===== src/rtl/rv_pkg.sv =====
// Shared types for the execute-to-memory stage.
//   XLEN         : datapath width
//   stage_state_e: RUN (normal) / KILL (dropping wrong-path instructions)
//   mem_bundle_t : everything the memory stage needs from one instruction
package rv_pkg;
  localparam int XLEN = 32;

  typedef enum logic {ST_RUN, ST_KILL} stage_state_e;

  typedef struct packed {
    logic [XLEN-1:0] addr;
    logic [XLEN-1:0] wdata;
    logic [4:0]      rd;
    logic [2:0]      funct3;
    logic            mem_rd;
    logic            mem_wr;
    logic            reg_wr;
  } mem_bundle_t;
endpackage


===== src/rtl/rv_ex_mem_stage_if.sv =====
// Bus bundle of the EX/MEM stage.
//   i_* : execute-side request, memory-side ready
//   o_* : memory-stage entry, redirect, forwarding, trap
// master = upstream/environment side, slave = the stage itself.
interface rv_ex_mem_stage_if;
  import rv_pkg::*;

  logic            i_ex_valid;
  logic            o_ex_ready;
  logic [XLEN-1:0] i_alu_result;
  logic            i_alu_zero;
  logic [XLEN-1:0] i_pc;
  logic [XLEN-1:0] i_imm;
  logic [XLEN-1:0] i_rs1;
  logic [XLEN-1:0] i_rs2;
  logic [4:0]      i_rd;
  logic [2:0]      i_funct3;
  logic            i_is_branch, i_is_jal, i_is_jalr;
  logic            i_mem_rd, i_mem_wr, i_reg_wr;

  logic            o_mem_valid;
  logic            i_mem_ready;
  logic [XLEN-1:0] o_mem_addr;
  logic [XLEN-1:0] o_mem_wdata;
  logic [4:0]      o_mem_rd;
  logic [2:0]      o_mem_funct3;
  logic            o_mem_mem_rd, o_mem_mem_wr, o_mem_reg_wr;

  logic            o_redirect;
  logic [XLEN-1:0] o_redirect_pc;
  logic            o_fwd_valid;
  logic [4:0]      o_fwd_rd;
  logic [XLEN-1:0] o_fwd_data;
  logic            o_trap;

  modport master (
    output i_ex_valid, i_alu_result, i_alu_zero, i_pc, i_imm, i_rs1, i_rs2,
           i_rd, i_funct3, i_is_branch, i_is_jal, i_is_jalr,
           i_mem_rd, i_mem_wr, i_reg_wr, i_mem_ready,
    input  o_ex_ready, o_mem_valid, o_mem_addr, o_mem_wdata, o_mem_rd,
           o_mem_funct3, o_mem_mem_rd, o_mem_mem_wr, o_mem_reg_wr,
           o_redirect, o_redirect_pc, o_fwd_valid, o_fwd_rd, o_fwd_data, o_trap
  );

  modport slave (
    input  i_ex_valid, i_alu_result, i_alu_zero, i_pc, i_imm, i_rs1, i_rs2,
           i_rd, i_funct3, i_is_branch, i_is_jal, i_is_jalr,
           i_mem_rd, i_mem_wr, i_reg_wr, i_mem_ready,
    output o_ex_ready, o_mem_valid, o_mem_addr, o_mem_wdata, o_mem_rd,
           o_mem_funct3, o_mem_mem_rd, o_mem_mem_wr, o_mem_reg_wr,
           o_redirect, o_redirect_pc, o_fwd_valid, o_fwd_rd, o_fwd_data, o_trap
  );
endinterface


===== src/rtl/rv_branch_unit.sv =====
// Combinational branch/jump resolution.
//   i_pc/i_imm/i_rs1     : target operands
//   i_alu_result/zero    : ALU outputs (B-type compare gives 1 when condition holds)
//   i_is_branch/jal/jalr : decoded control
//   o_taken, o_target    : control-flow change and its destination
//   o_wb_val             : value carried to memory (link PC+4 for jumps)
module rv_branch_unit
  import rv_pkg::*;
(
  input  logic [XLEN-1:0] i_pc,
  input  logic [XLEN-1:0] i_imm,
  input  logic [XLEN-1:0] i_rs1,
  input  logic [XLEN-1:0] i_alu_result,
  input  logic            i_alu_zero,
  input  logic            i_is_branch,
  input  logic            i_is_jal,
  input  logic            i_is_jalr,
  output logic            o_taken,
  output logic [XLEN-1:0] o_target,
  output logic [XLEN-1:0] o_wb_val
);
  logic [XLEN-1:0] jalr_sum;

  assign jalr_sum = i_rs1 + i_imm;
  // Compare result of 1 means "condition true" -> zero flag low means taken.
  assign o_taken  = i_is_jal | i_is_jalr | (i_is_branch & ~i_alu_zero);
  assign o_target = i_is_jalr ? (jalr_sum & ~XLEN'(1)) : (i_pc + i_imm);
  assign o_wb_val = (i_is_jal | i_is_jalr) ? (i_pc + XLEN'(4)) : i_alu_result;
endmodule


===== src/rtl/rv_ex_mem_stage.sv =====
// Execute-to-memory pipeline register with branch resolution.
//   i_clk, i_reset : clock, async active-high reset
//   bus (slave)    : EX handshake + operands in, MEM entry / redirect /
//                    forwarding / trap out
// After a taken transfer a one-cycle redirect is issued and the next
// KILL_SLOTS accepted instructions (already fetched down the wrong path)
// are discarded.
// Optional: define RV_MISALIGN_TRAP_EN to trap (instead of redirect) on
// taken targets with bit 1 set; without it o_trap stays 0.
module rv_ex_mem_stage
  import rv_pkg::*;
#(
  parameter int KILL_SLOTS = 2
) (
  input logic               i_clk,
  input logic               i_reset,
  rv_ex_mem_stage_if.slave  bus
);
  localparam logic [2:0] KILL_INIT = 3'(KILL_SLOTS);

  stage_state_e    state_q;
  logic [2:0]      cnt_q;
  mem_bundle_t     mem_q, mem_d;
  logic            mem_valid_q;
  logic            redir_q, trap_q;
  logic [XLEN-1:0] redir_pc_q;

  logic            taken, mis, xfer;
  logic [XLEN-1:0] target, wb_val;

  rv_branch_unit u_br (
    .i_pc        (bus.i_pc),
    .i_imm       (bus.i_imm),
    .i_rs1       (bus.i_rs1),
    .i_alu_result(bus.i_alu_result),
    .i_alu_zero  (bus.i_alu_zero),
    .i_is_branch (bus.i_is_branch),
    .i_is_jal    (bus.i_is_jal),
    .i_is_jalr   (bus.i_is_jalr),
    .o_taken     (taken),
    .o_target    (target),
    .o_wb_val    (wb_val)
  );

`ifdef RV_MISALIGN_TRAP_EN
  assign mis = target[1];
`else
  assign mis = 1'b0;
`endif

  assign bus.o_ex_ready = ~mem_valid_q | bus.i_mem_ready;
  assign xfer           = bus.i_ex_valid & bus.o_ex_ready;

  always_comb begin
    mem_d        = '0;
    mem_d.addr   = wb_val;
    mem_d.wdata  = bus.i_rs2;
    mem_d.rd     = bus.i_rd;
    mem_d.funct3 = bus.i_funct3;
    mem_d.mem_rd = bus.i_mem_rd;
    mem_d.mem_wr = bus.i_mem_wr;
    // A trapping jump must not write its link register.
    mem_d.reg_wr = bus.i_reg_wr & ~(taken & mis);
  end

  always_ff @(posedge i_clk or posedge i_reset) begin
    if (i_reset) begin
      state_q     <= ST_RUN;
      cnt_q       <= '0;
      mem_q       <= '0;
      mem_valid_q <= 1'b0;
      redir_q     <= 1'b0;
      redir_pc_q  <= '0;
      trap_q      <= 1'b0;
    end else begin
      redir_q <= 1'b0;
      trap_q  <= 1'b0;
      // Held entry consumed; a load below overrides this.
      if (bus.i_mem_ready) mem_valid_q <= 1'b0;
      case (state_q)
        ST_RUN: begin
          if (xfer) begin
            mem_q       <= mem_d;
            mem_valid_q <= 1'b1;
            if (taken) begin
              cnt_q   <= KILL_INIT;
              state_q <= ST_KILL;
              if (mis) begin
                trap_q <= 1'b1;
              end else begin
                redir_q    <= 1'b1;
                redir_pc_q <= target;
              end
            end
          end
        end
        ST_KILL: begin
          // Wrong-path instruction: swallow it, taken or not.
          if (xfer) begin
            cnt_q <= cnt_q - 3'd1;
            if (cnt_q == 3'd1) state_q <= ST_RUN;
          end
        end
        default: state_q <= ST_RUN;
      endcase
    end
  end

  assign bus.o_mem_valid   = mem_valid_q;
  assign bus.o_mem_addr    = mem_q.addr;
  assign bus.o_mem_wdata   = mem_q.wdata;
  assign bus.o_mem_rd      = mem_q.rd;
  assign bus.o_mem_funct3  = mem_q.funct3;
  assign bus.o_mem_mem_rd  = mem_q.mem_rd;
  assign bus.o_mem_mem_wr  = mem_q.mem_wr;
  assign bus.o_mem_reg_wr  = mem_q.reg_wr;
  assign bus.o_redirect    = redir_q;
  assign bus.o_redirect_pc = redir_pc_q;
  assign bus.o_trap        = trap_q;
  assign bus.o_fwd_valid   = mem_valid_q & mem_q.reg_wr & (mem_q.rd != 5'd0);
  assign bus.o_fwd_rd      = mem_q.rd;
  assign bus.o_fwd_data    = mem_q.addr;
endmodule


===== src/flat_wrapper.sv =====
// flat-port wrapper written by rule: the top's interface ports become plain ports
module rv_ex_mem_stage_flat import rv_pkg::*;
#(
  parameter int KILL_SLOTS = 2
)
  (i_clk, i_reset, bus_i_ex_valid, bus_i_alu_result, bus_i_alu_zero, bus_i_pc, bus_i_imm, bus_i_rs1, bus_i_rs2, bus_i_rd, bus_i_funct3, bus_i_is_branch, bus_i_is_jal, bus_i_is_jalr, bus_i_mem_rd, bus_i_mem_wr, bus_i_reg_wr, bus_i_mem_ready, bus_o_ex_ready, bus_o_mem_valid, bus_o_mem_addr, bus_o_mem_wdata, bus_o_mem_rd, bus_o_mem_funct3, bus_o_mem_mem_rd, bus_o_mem_mem_wr, bus_o_mem_reg_wr, bus_o_redirect, bus_o_redirect_pc, bus_o_fwd_valid, bus_o_fwd_rd, bus_o_fwd_data, bus_o_trap);
  rv_ex_mem_stage_if bus_i ();
  input logic i_clk;
  input logic i_reset;
  input wire logic [$bits(bus_i.i_ex_valid)-1:0] bus_i_ex_valid;
  input wire logic [$bits(bus_i.i_alu_result)-1:0] bus_i_alu_result;
  input wire logic [$bits(bus_i.i_alu_zero)-1:0] bus_i_alu_zero;
  input wire logic [$bits(bus_i.i_pc)-1:0] bus_i_pc;
  input wire logic [$bits(bus_i.i_imm)-1:0] bus_i_imm;
  input wire logic [$bits(bus_i.i_rs1)-1:0] bus_i_rs1;
  input wire logic [$bits(bus_i.i_rs2)-1:0] bus_i_rs2;
  input wire logic [$bits(bus_i.i_rd)-1:0] bus_i_rd;
  input wire logic [$bits(bus_i.i_funct3)-1:0] bus_i_funct3;
  input wire logic [$bits(bus_i.i_is_branch)-1:0] bus_i_is_branch;
  input wire logic [$bits(bus_i.i_is_jal)-1:0] bus_i_is_jal;
  input wire logic [$bits(bus_i.i_is_jalr)-1:0] bus_i_is_jalr;
  input wire logic [$bits(bus_i.i_mem_rd)-1:0] bus_i_mem_rd;
  input wire logic [$bits(bus_i.i_mem_wr)-1:0] bus_i_mem_wr;
  input wire logic [$bits(bus_i.i_reg_wr)-1:0] bus_i_reg_wr;
  input wire logic [$bits(bus_i.i_mem_ready)-1:0] bus_i_mem_ready;
  output wire logic [$bits(bus_i.o_ex_ready)-1:0] bus_o_ex_ready;
  output wire logic [$bits(bus_i.o_mem_valid)-1:0] bus_o_mem_valid;
  output wire logic [$bits(bus_i.o_mem_addr)-1:0] bus_o_mem_addr;
  output wire logic [$bits(bus_i.o_mem_wdata)-1:0] bus_o_mem_wdata;
  output wire logic [$bits(bus_i.o_mem_rd)-1:0] bus_o_mem_rd;
  output wire logic [$bits(bus_i.o_mem_funct3)-1:0] bus_o_mem_funct3;
  output wire logic [$bits(bus_i.o_mem_mem_rd)-1:0] bus_o_mem_mem_rd;
  output wire logic [$bits(bus_i.o_mem_mem_wr)-1:0] bus_o_mem_mem_wr;
  output wire logic [$bits(bus_i.o_mem_reg_wr)-1:0] bus_o_mem_reg_wr;
  output wire logic [$bits(bus_i.o_redirect)-1:0] bus_o_redirect;
  output wire logic [$bits(bus_i.o_redirect_pc)-1:0] bus_o_redirect_pc;
  output wire logic [$bits(bus_i.o_fwd_valid)-1:0] bus_o_fwd_valid;
  output wire logic [$bits(bus_i.o_fwd_rd)-1:0] bus_o_fwd_rd;
  output wire logic [$bits(bus_i.o_fwd_data)-1:0] bus_o_fwd_data;
  output wire logic [$bits(bus_i.o_trap)-1:0] bus_o_trap;
  assign bus_i.i_ex_valid = bus_i_ex_valid;
  assign bus_i.i_alu_result = bus_i_alu_result;
  assign bus_i.i_alu_zero = bus_i_alu_zero;
  assign bus_i.i_pc = bus_i_pc;
  assign bus_i.i_imm = bus_i_imm;
  assign bus_i.i_rs1 = bus_i_rs1;
  assign bus_i.i_rs2 = bus_i_rs2;
  assign bus_i.i_rd = bus_i_rd;
  assign bus_i.i_funct3 = bus_i_funct3;
  assign bus_i.i_is_branch = bus_i_is_branch;
  assign bus_i.i_is_jal = bus_i_is_jal;
  assign bus_i.i_is_jalr = bus_i_is_jalr;
  assign bus_i.i_mem_rd = bus_i_mem_rd;
  assign bus_i.i_mem_wr = bus_i_mem_wr;
  assign bus_i.i_reg_wr = bus_i_reg_wr;
  assign bus_i.i_mem_ready = bus_i_mem_ready;
  assign bus_o_ex_ready = bus_i.o_ex_ready;
  assign bus_o_mem_valid = bus_i.o_mem_valid;
  assign bus_o_mem_addr = bus_i.o_mem_addr;
  assign bus_o_mem_wdata = bus_i.o_mem_wdata;
  assign bus_o_mem_rd = bus_i.o_mem_rd;
  assign bus_o_mem_funct3 = bus_i.o_mem_funct3;
  assign bus_o_mem_mem_rd = bus_i.o_mem_mem_rd;
  assign bus_o_mem_mem_wr = bus_i.o_mem_mem_wr;
  assign bus_o_mem_reg_wr = bus_i.o_mem_reg_wr;
  assign bus_o_redirect = bus_i.o_redirect;
  assign bus_o_redirect_pc = bus_i.o_redirect_pc;
  assign bus_o_fwd_valid = bus_i.o_fwd_valid;
  assign bus_o_fwd_rd = bus_i.o_fwd_rd;
  assign bus_o_fwd_data = bus_i.o_fwd_data;
  assign bus_o_trap = bus_i.o_trap;
  rv_ex_mem_stage #(.KILL_SLOTS(KILL_SLOTS)) u_core (.i_clk(i_clk), .i_reset(i_reset), .bus(bus_i));
endmodule

===== config.mk =====
export PLATFORM = sky130hd
export DESIGN_NAME = rv_ex_mem_stage_flat
export DESIGN_NICKNAME = d
export VERILOG_FILES = /design/src/rtl/rv_pkg.sv /design/src/rtl/rv_ex_mem_stage_if.sv /design/src/rtl/rv_branch_unit.sv /design/src/rtl/rv_ex_mem_stage.sv /design/src/flat_wrapper.sv
export SDC_FILE = /design/constraint.sdc
export NUM_CORES = 1
export LEC_CHECK = 0
export ABC_CLOCK_PERIOD_IN_PS = 3300
export CAP_MARGIN = 20
export CORE_MARGIN = 10
export CORE_UTILIZATION = 41
export CTS_CLUSTER_DIAMETER = 40
export DETAILED_ROUTE_END_ITERATION = 8
export PLACE_DENSITY = 0.79
export SYNTH_ARGS = -nofsm -noshare
export SYNTH_HDL_FRONTEND = slang
export SYNTH_SLANG_ARGS = --single-unit

===== constraint.sdc =====
create_clock -name i_clk -period 3.3 [get_ports i_clk]
set_input_delay 0.495 -clock i_clk [delete_from_list [all_inputs] [get_ports i_clk]]
set_output_delay 0.495 -clock i_clk [all_outputs]
set_load 0.02 [all_outputs]

==> flow_summary.json <==
{
  "maxSlewViolCount": 0,
  "htreeDepth": 4,
  "critPathTopFamily": "compound AO/OA/AOI/OAI gates",
  "total_power_w": 0.009295,
  "drive_gt1_share_pct": 11.97,
  "antenna_cells": 0,
  "antenna_found_initial": 0,
  "grt-ovfl-total": 0,
  "syn_area_per_cell_um2": 7.930,
  "pre_cts_slack_ns": -0.5043,
  "synthAdderAreaFrac_pct": 9.891,
  "wire_per_inst_um": 18.20,
  "async_reset_ff_share_pct": 100.0,
  "grt_use_total_pct": 22.67,
  "fillers": 1716,
  "io_pins": 328,
  "drtAntennaViolNets": 0,
  "initial_core_util_pct": 41.88,
  "drcViolationCount": 0,
  "fin_crit_sh_pct": 96.41,
  "critPathLaunchType": "input port",
  "rows": 52,
  "end_kind": "register",
  "drv_cap": 0,
  "rr_worst_depth": 8,
  "cp_cell_sequence": "clkdlybuf4s50_1 -> ha_1 -> fa_1 -> a21o_1 -> a221oi_2 -> buf_4 -> a211o_4 -> o2111a_1 -> nor3_2 -> a41oi_2 -> nand2b_1 -> buf_4 -> xor2_1 -> mux2i_1 -> a21oi_1",
  "tightest_slew_ns": 0.6659,
  "synthSimpleGateAreaFrac_pct": 22.20,
  "rr_endpoint": "u_core.bus.o_redirect_pc[30]",
  "gp_congestion": 0.9198,
  "yosysTopAreaCell": "dfrtp_1",
  "cp_num_buf_inv": 3,
  "num_vias": 8944,
  "fin_skew_ns": 0.01638,
  "grt_pass1_vias": 8933,
  "timing.critical_path.from": "bus_i_imm[0]",
  "synth_cells": 1072,
  "cpPeakStageDelay_ns": 0.46,
  "post_cts_buffers": 0,
  "ctsLongestPathBuffers": 2,
  "cp.arrival_ns": 3.47,
  "hp-class": "register to register",
  "rrSetupSlack_ns": 0.99,
  "synth_seq_cells": 113,
  "drt-pass1-iter-count": 5,
  "port_buffers": 326,
  "yosysMostFrequentCell": "nand2_1",
  "synth_top_area_share_pct": 33.26,
  "critical_path.max_fanout": 4,
  "ys_warn_count": 0,
  "first_iter_violations": 607,
  "design.die.area_um2": 26890,
  "peakVddDrop_mv": 0.3026,
  "worst-setup-path-type": "input port to register",
  "grt_max_degree": 71,
  "synth_top_family_by_area": "simple AND/OR/NAND/NOR gates",
  "setup_viol": 0,
  "area_delta_synth_final_pct": 55.78,
  "yosysUniqueCellTypes": 58,
  "crit_top_cell": "buf_4",
  "leakagePower_nw": 5.964,
  "synth_compound_area_share_pct": 19.50,
  "syn_area_um2": 8501,
  "grt_pass1_wl_mm": 48.11,
  "routed_wl_mm": 31.51,
  "nNetsFinal": 1694,
  "critPathSlowestCell": "clkdlybuf4s50_1",
  "crit_path_end": "u_core.bus.o_redirect_pc[26]",
  "fp.dieW_um": 164.0,
  "slew-limit-headroom_pct": 55.61,
  "post-route-util_pct": 65.24,
  "cts-root-buf": "clkbuf_16",
  "fin_ws_ns": 0.1185,
  "ys_top_cells_by_count": "nand2_1, dfrtp_1, a21oi_1",
  "insertion_delay_ns": 0.43,
  "reg2reg_from": "u_core.bus.o_mem_valid",
  "postCtsHoldBufs": 0,
  "synthMuxAreaShare_pct": 0.9567,
  "crit_cells": 15,
  "core_area_um2": 20300,
  "fmax_mhz": 314.3,
  "yosys_most_used_dff": "dfrtp_1",
  "synth-xor-area-share_pct": 8.140,
  "synth_nets": 1317,
  "outcome": "complete, no violations",
  "ys_top_cells_by_area": "dfrtp_1, nand2_1, ha_1",
  "hold_viol_final": 0,
  "clk_pin_slew_ns": 0.06,
  "powerDensity_nw_per_um2": 701.9,
  "cts_tree": "built",
  "post-dp-hpwl_mm": 25.77,
  "die_y_um": 164.0,
  "avgViaCountPerCell": 5.164,
  "cts_buffers": 17,
  "synth-edff-count": 0,
  "period_needed_ns": 3.182,
  "required_ns": 3.58,
  "seq_area_frac_synth_pct": 33.26,
  "numClockSinks": 113
}
[flip-flops by register name, indices dropped and copies added, names as in the netlist]
register,flops
u_core.bus.o_fwd_data,32
u_core.bus.o_mem_wdata,32
u_core.bus.o_redirect_pc,32
u_core.bus.o_fwd_rd,5
u_core.bus.o_mem_funct3,3
u_core.cnt_q,3
u_core.bus.o_mem_mem_rd,1
u_core.bus.o_mem_mem_wr,1
u_core.bus.o_mem_reg_wr,1
u_core.bus.o_mem_valid,1
u_core.bus.o_redirect,1
u_core.state_q,1
[stage by stage]
step	setup TNS, ns	cells	hold slack [ns]	area [um2]
4_1_cts	0	1732	0.4761	13160
3_5_place_dp	-4.038	1700	0.4627	12550
6_report	0	1732	0.4720	13240
5_1_grt	-0.02983	1732	0.4900	13240
3_3_place_gp	-3.232	1700	0.4550	12550
2_1_floorplan	0	1072	0.4962	8504
[routing by layer]
layer	wire [um]	part of all wire, %	track usage [%]	up-vias
met4	646	2.0	6.824	0
li1	-	-	-	4460
met5	0	0	0	-
met1	13120	42	27.48	4142
met2	15560	49	39.53	306
met3	2185	6.9	4.681	36
[tightest hold or removal path: stages, from the launching register on]
cell	delay, ns
dfrtp_1	0.34
nand2_1	0.05
nand2_1	0.05
[final cells by class]
| class | count | area (um2) | share of cell area, % |
|---|---|---|---|
| Tap cell | 270 | 337.8 | 2.551 |
| Inverter | 16 | 63.81 | 0.4819 |
| Multi-Input combinational cell | 861 | 5271 | 39.81 |
| Clock buffer | 17 | 425.4 | 3.212 |
| Sequential cell | 113 | 2828 | 21.35 |
| Clock inverter | 15 | 172.7 | 1.304 |
| Timing Repair Buffer | 440 | 4144 | 31.29 |
[cells in the final DEF, fill, tap and decap left out, drive strengths merged, types with 5 or more instances in the layout]
cell,netlist,final
nand2b,10,10
nand2,236,236
nor3,13,13
a31oi,9,9
a21boi,5,5
mux2i,7,7
nor2,80,80
inv,16,23
nand3,32,32
o21ai,83,83
ha,64,64
a21o,24,24
clkdlybuf4s50,0,323
xor2,41,41
dfrtp,113,113
and3,11,11
nand4,16,16
nor2b,7,7
a221oi,5,5
a211oi,8,8
nor3b,5,5
clkbuf,43,17
or3,5,5
o211ai,5,5
buf,39,115
xnor2,38,38
o21a,7,7
o21bai,8,8
a21oi,95,95
[cells by family after synthesis]
group | count (synthesis)
AOI/OAI and AO/OA | 275
and+or+nand+nor | 432
muxes | 8
DFF | 113
adders and majority gates | 66
other | 1
buffers and inverters | 98
xor gates and xnor gates | 79
[how the worst min path moves through the flow]
stage	from	end	slack, ns	cells after the start
floorplan	u_core.cnt_q[2]	u_core.cnt_q[2]	0.50	2
global placement	u_core.bus.o_redirect_pc[0]	u_core.bus.o_redirect_pc[0]	0.46	2
detailed placement	u_core.bus.o_mem_funct3[2]	u_core.bus.o_mem_funct3[2]	0.46	2
CTS	u_core.bus.o_mem_funct3[2]	u_core.bus.o_mem_funct3[2]	0.48	2
global route	u_core.bus.o_mem_wdata[17]	u_core.bus.o_mem_wdata[17]	0.49	2
finish	u_core.bus.o_mem_funct3[2]	u_core.bus.o_mem_funct3[2]	0.47	2
[repair_timing]
item	in CTS	in global routing
pin swaps	2	7
endpoints found under the setup margin	3	8
resized for setup	1	18
cloned	0	0
[power by group]
group	internal, W	leakage (nW)	switching (W)
clock network	0.00114	0.289	0.000764
logic	0.00230	4.28	0.00260
registers	0.00203	1.40	0.000466
total	0.00547	5.96	0.00383
No activity file was read; power rests on OpenSTA's default activity.
